## config.mk

```make
export PLATFORM = sky130hd
export DESIGN_NAME = risc_exec_sequencer
export DESIGN_NICKNAME = d
export VERILOG_FILES = /design/src/rtl/risc_exec_sequencer.sv
export SDC_FILE = /design/constraint.sdc
export NUM_CORES = 1
export LEC_CHECK = 0
export CAP_MARGIN = 20
export CORE_MARGIN = 1.5
export CORE_UTILIZATION = 40
export CTS_CLUSTER_SIZE = 28
export DETAILED_ROUTE_END_ITERATION = 7
export GPL_TIMING_DRIVEN = 0
export PLACE_DENSITY_LB_ADDON = 0.2
export SLEW_MARGIN = 30
export SYNTH_ARGS = -nofsm -noshare
export SYNTH_HDL_FRONTEND = slang
export SYNTH_SLANG_ARGS = --single-unit
```

## constraint.sdc

```tcl
create_clock -name clk -period 1.5 [get_ports clk]
set_input_delay 0.225 -clock clk [delete_from_list [all_inputs] [get_ports clk]]
set_output_delay 0.225 -clock clk [all_outputs]
set_load 0.1 [all_outputs]
```

## src/rtl/risc_exec_sequencer.sv

```systemverilog
// Multicycle control sequencer for the RISC datapath: accepts one instruction per
// start/ready handshake and steps register reads, ALU strobes and writeback.
module risc_exec_sequencer #(
   parameter int WIDTH = 16,
   parameter int RSEL  = 3
) (
   input  logic             clk,
   input  logic             rst_n,
   input  logic             s,
   input  logic [15:0]      instr,
   output logic             w,
   output logic             err,
   output logic [RSEL-1:0]  rd_addr,
   output logic [RSEL-1:0]  wr_addr,
   output logic             write,
   output logic             loada,
   output logic             loadb,
   output logic             loadc,
   output logic             loads,
   output logic             asel,
   output logic             bsel,
   output logic [1:0]       vsel,
   output logic [WIDTH-1:0] sximm8,
   output logic             addSubVals,
   output logic             andVals,
   output logic             notBVal,
   output logic             sub
);

   typedef enum logic [2:0] {
      WAIT, DECODE, GET_A, GET_B, EXEC, WRITE_REG, WRITE_IMM
   } state_t;

   typedef struct packed {
      logic            w;
      logic            err;
      logic [RSEL-1:0] rd_addr;
      logic [RSEL-1:0] wr_addr;
      logic            write;
      logic            loada;
      logic            loadb;
      logic            loadc;
      logic            loads;
      logic            asel;
      logic            bsel;
      logic [1:0]      vsel;
      logic            add_sub;
      logic            and_vals;
      logic            not_b;
      logic            sub;
   } ctrl_t;

   state_t      state, state_nxt;
   logic [15:0] ir, ir_nxt;
   ctrl_t       ctrl, ctrl_nxt;

   logic [2:0] opc, opc_nxt;
   logic [1:0] op, op_nxt;
   logic       is_mov_imm, is_mov_reg, is_alu, legal;

   assign opc        = ir[15:13];
   assign op         = ir[12:11];
   assign opc_nxt    = ir_nxt[15:13];
   assign op_nxt     = ir_nxt[12:11];
   assign is_mov_imm = (opc == 3'b110) && (op == 2'b10);
   assign is_mov_reg = (opc == 3'b110) && (op == 2'b00);
   assign is_alu     = (opc == 3'b101);
   assign legal      = is_mov_imm || is_mov_reg || is_alu;

   always_comb begin
      state_nxt = state;
      ir_nxt    = ir;
      case (state)
         WAIT: begin
            if (s) begin
               ir_nxt    = instr;
               state_nxt = DECODE;
            end
         end
         DECODE: begin
            if (is_mov_imm)
               state_nxt = WRITE_IMM;
            else if (is_alu && (op != 2'b11))
               state_nxt = GET_A;
            else if (is_mov_reg || is_alu)
               state_nxt = GET_B;
            else
               state_nxt = WAIT;
         end
         GET_A:     state_nxt = GET_B;
         GET_B:     state_nxt = EXEC;
         EXEC:      state_nxt = (is_alu && (op == 2'b01)) ? WAIT : WRITE_REG;
         WRITE_REG: state_nxt = WAIT;
         WRITE_IMM: state_nxt = WAIT;
         default:   state_nxt = WAIT;
      endcase
   end

   // Outputs are precomputed for the state being entered so they appear registered.
   always_comb begin
      ctrl_nxt = '0;
      case (state_nxt)
         WAIT:   ctrl_nxt.w = 1'b1;
         DECODE: ctrl_nxt.err = !(((opc_nxt == 3'b110) && ((op_nxt == 2'b10) || (op_nxt == 2'b00)))
                                  || (opc_nxt == 3'b101));
         GET_A: begin
            ctrl_nxt.rd_addr = RSEL'(ir_nxt[10:8]);
            ctrl_nxt.loada   = 1'b1;
         end
         GET_B: begin
            ctrl_nxt.rd_addr = RSEL'(ir_nxt[2:0]);
            ctrl_nxt.loadb   = 1'b1;
         end
         EXEC: begin
            if (opc_nxt == 3'b110) begin
               ctrl_nxt.add_sub = 1'b1;
               ctrl_nxt.asel    = 1'b1;
               ctrl_nxt.loadc   = 1'b1;
            end else begin
               case (op_nxt)
                  2'b00: begin
                     ctrl_nxt.add_sub = 1'b1;
                     ctrl_nxt.loadc   = 1'b1;
                  end
                  2'b01: begin
                     ctrl_nxt.add_sub = 1'b1;
                     ctrl_nxt.sub     = 1'b1;
                     ctrl_nxt.loads   = 1'b1;
                  end
                  2'b10: begin
                     ctrl_nxt.and_vals = 1'b1;
                     ctrl_nxt.loadc    = 1'b1;
                  end
                  default: begin
                     ctrl_nxt.not_b = 1'b1;
                     ctrl_nxt.loadc = 1'b1;
                  end
               endcase
            end
         end
         WRITE_REG: begin
            ctrl_nxt.write   = 1'b1;
            ctrl_nxt.wr_addr = RSEL'(ir_nxt[7:5]);
         end
         WRITE_IMM: begin
            ctrl_nxt.write   = 1'b1;
            ctrl_nxt.wr_addr = RSEL'(ir_nxt[10:8]);
            ctrl_nxt.vsel    = 2'b10;
         end
         default: ctrl_nxt = '0;
      endcase
   end

   always_ff @(posedge clk or negedge rst_n) begin
      if (!rst_n) begin
         state  <= WAIT;
         ir     <= '0;
         ctrl   <= '0;
         ctrl.w <= 1'b1;
      end else begin
         state <= state_nxt;
         ir    <= ir_nxt;
         ctrl  <= ctrl_nxt;
      end
   end

   assign w          = ctrl.w;
   assign err        = ctrl.err;
   assign rd_addr    = ctrl.rd_addr;
   assign wr_addr    = ctrl.wr_addr;
   assign write      = ctrl.write;
   assign loada      = ctrl.loada;
   assign loadb      = ctrl.loadb;
   assign loadc      = ctrl.loadc;
   assign loads      = ctrl.loads;
   assign asel       = ctrl.asel;
   assign bsel       = ctrl.bsel;
   assign vsel       = ctrl.vsel;
   assign addSubVals = ctrl.add_sub;
   assign andVals    = ctrl.and_vals;
   assign notBVal    = ctrl.not_b;
   assign sub        = ctrl.sub;
   assign sximm8     = WIDTH'($signed(ir[7:0]));

   // DECODE only ever sees legal/illegal through ctrl_nxt.err; keep the flag observable.
   logic unused_legal;
   assign unused_legal = legal;

endmodule

```

# Word-level counts from Yosys, hierarchy flattened
# Cells that the tools add are included.
dict set report word_totals {
  register_bits 39
  wordCells 80
}
dict set report op_classes {
  n_mux 27
  reduce_logical 16
  eq_ne 19
}
# op n
set ops {}
lappend ops {{16-bit two-way mux} 2}
lappend ops {{3-bit equality test (second input constant)} 8}
lappend ops {{3-bit two-way mux} 5}
lappend ops {{3-bit one-hot mux with 5 select lines} 1}
lappend ops {{1-bit two-way mux} 13}
lappend ops {{3-bit by 2-bit equality test with 1-bit output (second input constant)} 4}
lappend ops {{4-bit one-hot mux with 2 select lines} 1}
lappend ops {{3-bit by 1-bit equality test with 1-bit output (second input constant)} 2}
lappend ops {{3-bit logical NOT} 2}
lappend ops {{2-bit two-way mux} 3}
lappend ops {{3-bit one-hot mux with 2 select lines} 1}
lappend ops {{1-bit logical AND} 5}
lappend ops {{2-bit by 1-bit equality test with 1-bit output (second input constant)} 2}
lappend ops {{2-bit equality test (second input constant)} 2}
lappend ops {{2-bit logical NOT} 2}
lappend ops {{4-bit two-way mux} 1}
lappend ops {{1-bit logical OR} 3}
lappend ops {{3-bit OR reduction} 1}
lappend ops {{2-bit inequality test (second input constant)} 1}
lappend ops {{2-bit AND reduction} 1}
lappend ops {{2-bit OR reduction} 1}
lappend ops {{1-bit logical NOT} 1}

# Logic depth before layout (Yosys ltp)
dict set report logic_depth {
  word_depth 9
  depth_mapped 5
  mapped_depth_nobuf 4
}

# Worst setup path after synthesis
# Ideal clock, no wire load.
dict set report synth_timing {
  kind {register to register}
  from {register state[1]}
  to {register ctrl (netlist bit loadc)}
  t_arrival_ns 1.528
  stages_incl_launch_ff 6
  required_time_ns 1.380
  period_less_slack_ns 1.647
  n_path_buf 1
  setup_slack_ns -0.147
  setup_ns 0.120
  cell_sequence {dfrtp_1 or4b_4 buf_6 a31oi_4 nand3b_1 and3b_1}
}
# element line
set synth_rtl {}
lappend synth_rtl {{from (decl)} 53} ;# state_t state, state_nxt;
lappend synth_rtl {{from (signal assigned)} 161} ;# state <= state_nxt;
lappend synth_rtl {{to (signal assigned)} 163} ;# ctrl <= ctrl_nxt;
lappend synth_rtl {{to (decl)} 55} ;# ctrl_t ctrl, ctrl_nxt;

==> summary.md <==
| Metric | Value |
|---|---|
| Status | finished, violations left |
| Failing checks | setup timing |
| Placed instance count | 268 |
| Async SR Flop Fraction | 1.00 |
| Final HPWL DP | 2.43 mm |
| Drt via density | 4.63 |
| Number of flops mapped to enable cells by yosys | 0 |
| CP max stage cell | or4b_4 |
| Io pins | 56 |
| Clock latency on the worst-skew pair | 0.30 ns |
| Level count of the clock H-tree | 2 |
| Width of the die | 67.3 microns |
| Critical Path Max Stage Delay | 0.58 ns |
| Final Critical Period | 1.74 ns |
| Final worst slack | -0.235 ns |
| Critical Path RT | 1.69 ns |
| Register area | 933 sq um |
| Pin count of the biggest net entering global routing | 22 |
| Vias in the first global route | 1261 |
| Tcrit/Tclk final | 1.16 |
| Global route overflow | 0 |
| Cells after synthesis | 163 |
| CTS tree | yes |
| ANT cells | 0 |
| Clk buf depth | 2 |
| Sequential area share after synthesis | 0.561 |
| Starting density of the core | 0.414 |
| Count of final hold-check violations | 0 |
| R2R Setup Slk | -0.24 ns |
| # Max-Cap Violations | 0 |
| # port buffers | 53 |
| Synth warn | 0 |
| Crit path max fanout | 5 |
| Leading cell type in the layout, fill and taps excluded | buf_4 |
| Remaining routing DRC violations | 0 |
| Final ANT Viol Nets | 0 |
| Root buffer cell | clkbuf_8 |
| CTS sink count | 37 |
| Num rows | 23 |
| Area grow syn2layout | 65.1% |
| DR WL/cell | 13.4 microns |
| Clk pin slew, worst setup/hold paths | 0.07 ns |
| Max-slew headroom | 0.631 |
| Max-slew violation count | 0 |
| Worst slew pin tran | 0.556 ns |
| First-pass GRT wire length | 5.85 mm |
| Finished Layout Cells | 300 |
| Drt pass-1 iters | 4 |
| Design Area, Final | 0.00273 sq mm |
| Die Y | 67.3 microns |
| TritonCTS buffer count | 5 |
| Fillers | 313 |
| DR iter-0 viols | 38 |
| Layout cells sized above 1 | 0.548 |
| Crit path capture type | flip-flop |
| Syn Area/Cell | 10.1 sq um |
| Placer Congestion | 0.769 |
| Post-synth top flop | dfrtp_1 |
| Multi-input gate area | 694 sq um |
| FF+latch count, synth | 37 |
| Final setup viols | 25 |
| Worst setup path category | flip-flop to flip-flop |
| Critical Path AT | 1.93 ns |
| Unique masters post-synth | 34 |
| Unrepaired setup endpoints after global routing | yes |
| Synth Cell Area | 0.00165 sq mm |
| Initial antenna violation count | 0 |
| GRT Resource Usage Total | 0.182 |
| Die footprint | 0.00453 sq mm |
| Vias | 1389 |
| Clk_skew | 0.00477 ns |
| Critical Path, Cell by Cell | or4b_4 > buf_8 > a31oi_4 > nand3b_1 > and3b_1 |
| Core footprint | 0.00400 sq mm |
| Routed wire length | 4.03 mm |
| Post-DP Area | 0.00227 sq mm |
| Nets@finish | 268 |
| Fmax | 576 MHz |
| HP Class | input port to async pin |
| Critical Path Source Type | flip-flop |
| Most frequent cells in the layout | 48 x buf_4, 31 x dfrtp_1, 24 x nand2_1 |
timing repair:
action                                 CTS  global route
buffers inserted                        12            12
resized for setup                      180            34
pin swaps                                7            21
endpoints found under the hold margin   15             0
setup endpoints to repair               60            31
gates cloned                             1             0
hold buffers                             1             0
logic make-up (layout without fill, tap and decap cells):
group | count (synthesis) | in the layout | share of synthesized area
buffers and inverters | 31 | 117 | 0.120
other | 1 | 2 | 0.00227
muxes | 1 | 1 | 0.00605
and+or+nand+nor | 73 | 73 | 0.227
DFF | 37 | 37 | 0.561
AOI/OAI and AO/OA | 20 | 20 | 0.0847
metal layers:
layer  vias to the layer above  GRT usage  part of all wire
met1                       660      0.224              0.41
met4                         0      0.102             0.016
met5                         -          0                 0
met2                        38      0.288              0.53
met3                         7     0.0483             0.052
li1                        684          -                 -
final timing paths:
check	start	to	cells past startpoint
max	state[1]	loadc	5
min	rst_n	loadc	2
max reg2reg	state[1]	loadc	5
min reg2reg	ir[4]	ir[4]	2
max in group asynchronous	rst_n	state[0]	3
min in group clk	instr[4]	ir[4]	3
metrics by stage:
step / TNS (ns) / utilization / setup slack, ns / hold slack [ns]
finish: -2.52 / 0.683 / -0.235 / 0.401
global route: -3.13 / 0.683 / -0.265 / 0.431
CTS: -1.84 / 0.636 / -0.203 / 0.424
detailed placement: -18.86 / 0.569 / -0.523 / 0.186
global placement: -41.18 / 0.563 / -0.743 / 0.461
floorplan: -0.495 / - / -0.123 / -0.0706
worst max-delay path, delay by kind of cell (launching register included):
family                 cells  cell delay (ns)
flip-flops                 1             0.42
AO/OA/AOI/OAI              1             0.15
AND/OR/NAND/NOR            3             0.91
buffers and inverters      1             0.16
synthesized netlist by cell type (all sizes together), types with 2 or more instances:
library cell  instances  share of area
nor2                  3         0.0068
inv                   9          0.020
and2                  3          0.011
dfrtp                36           0.54
nor2b                 2         0.0076
nand3                 4          0.012
nand2                44           0.10
nor3                  3         0.0091
o21ai                 4          0.012
a21o                  3          0.014
a21oi                 5          0.015
buf                  22          0.099
nand3b                4          0.018
o22ai                 3          0.011
area by class of cell:
cell class | instances | share of cell area
clock inverters | 2 | 0.00366
inverters | 9 | 0.0124
well taps | 50 | 0.0229
multi-input cells | 96 | 0.254
clock buffers | 6 | 0.0266
repair buffers | 78 | 0.270
flip-flops and latches | 37 | 0.342
plain buffers | 22 | 0.0687
registers in the layout, summed over array words and instances (netlist names):
| signal | count |
|---|---|
| notBVal | 1 |
| rd_addr | 3 |
| wr_addr | 3 |
| addSubVals | 1 |
| err | 1 |
| w | 1 |
| vsel | 1 |
| state | 3 |
| loadc | 1 |
| andVals | 1 |
| loada | 1 |
| asel | 1 |
| write | 1 |
| loadb | 1 |
| loads | 1 |
| ir | 16 |
Power is not shown: default switching activity piles up to over one toggle a cycle in this logic, so the estimate is an artifact.
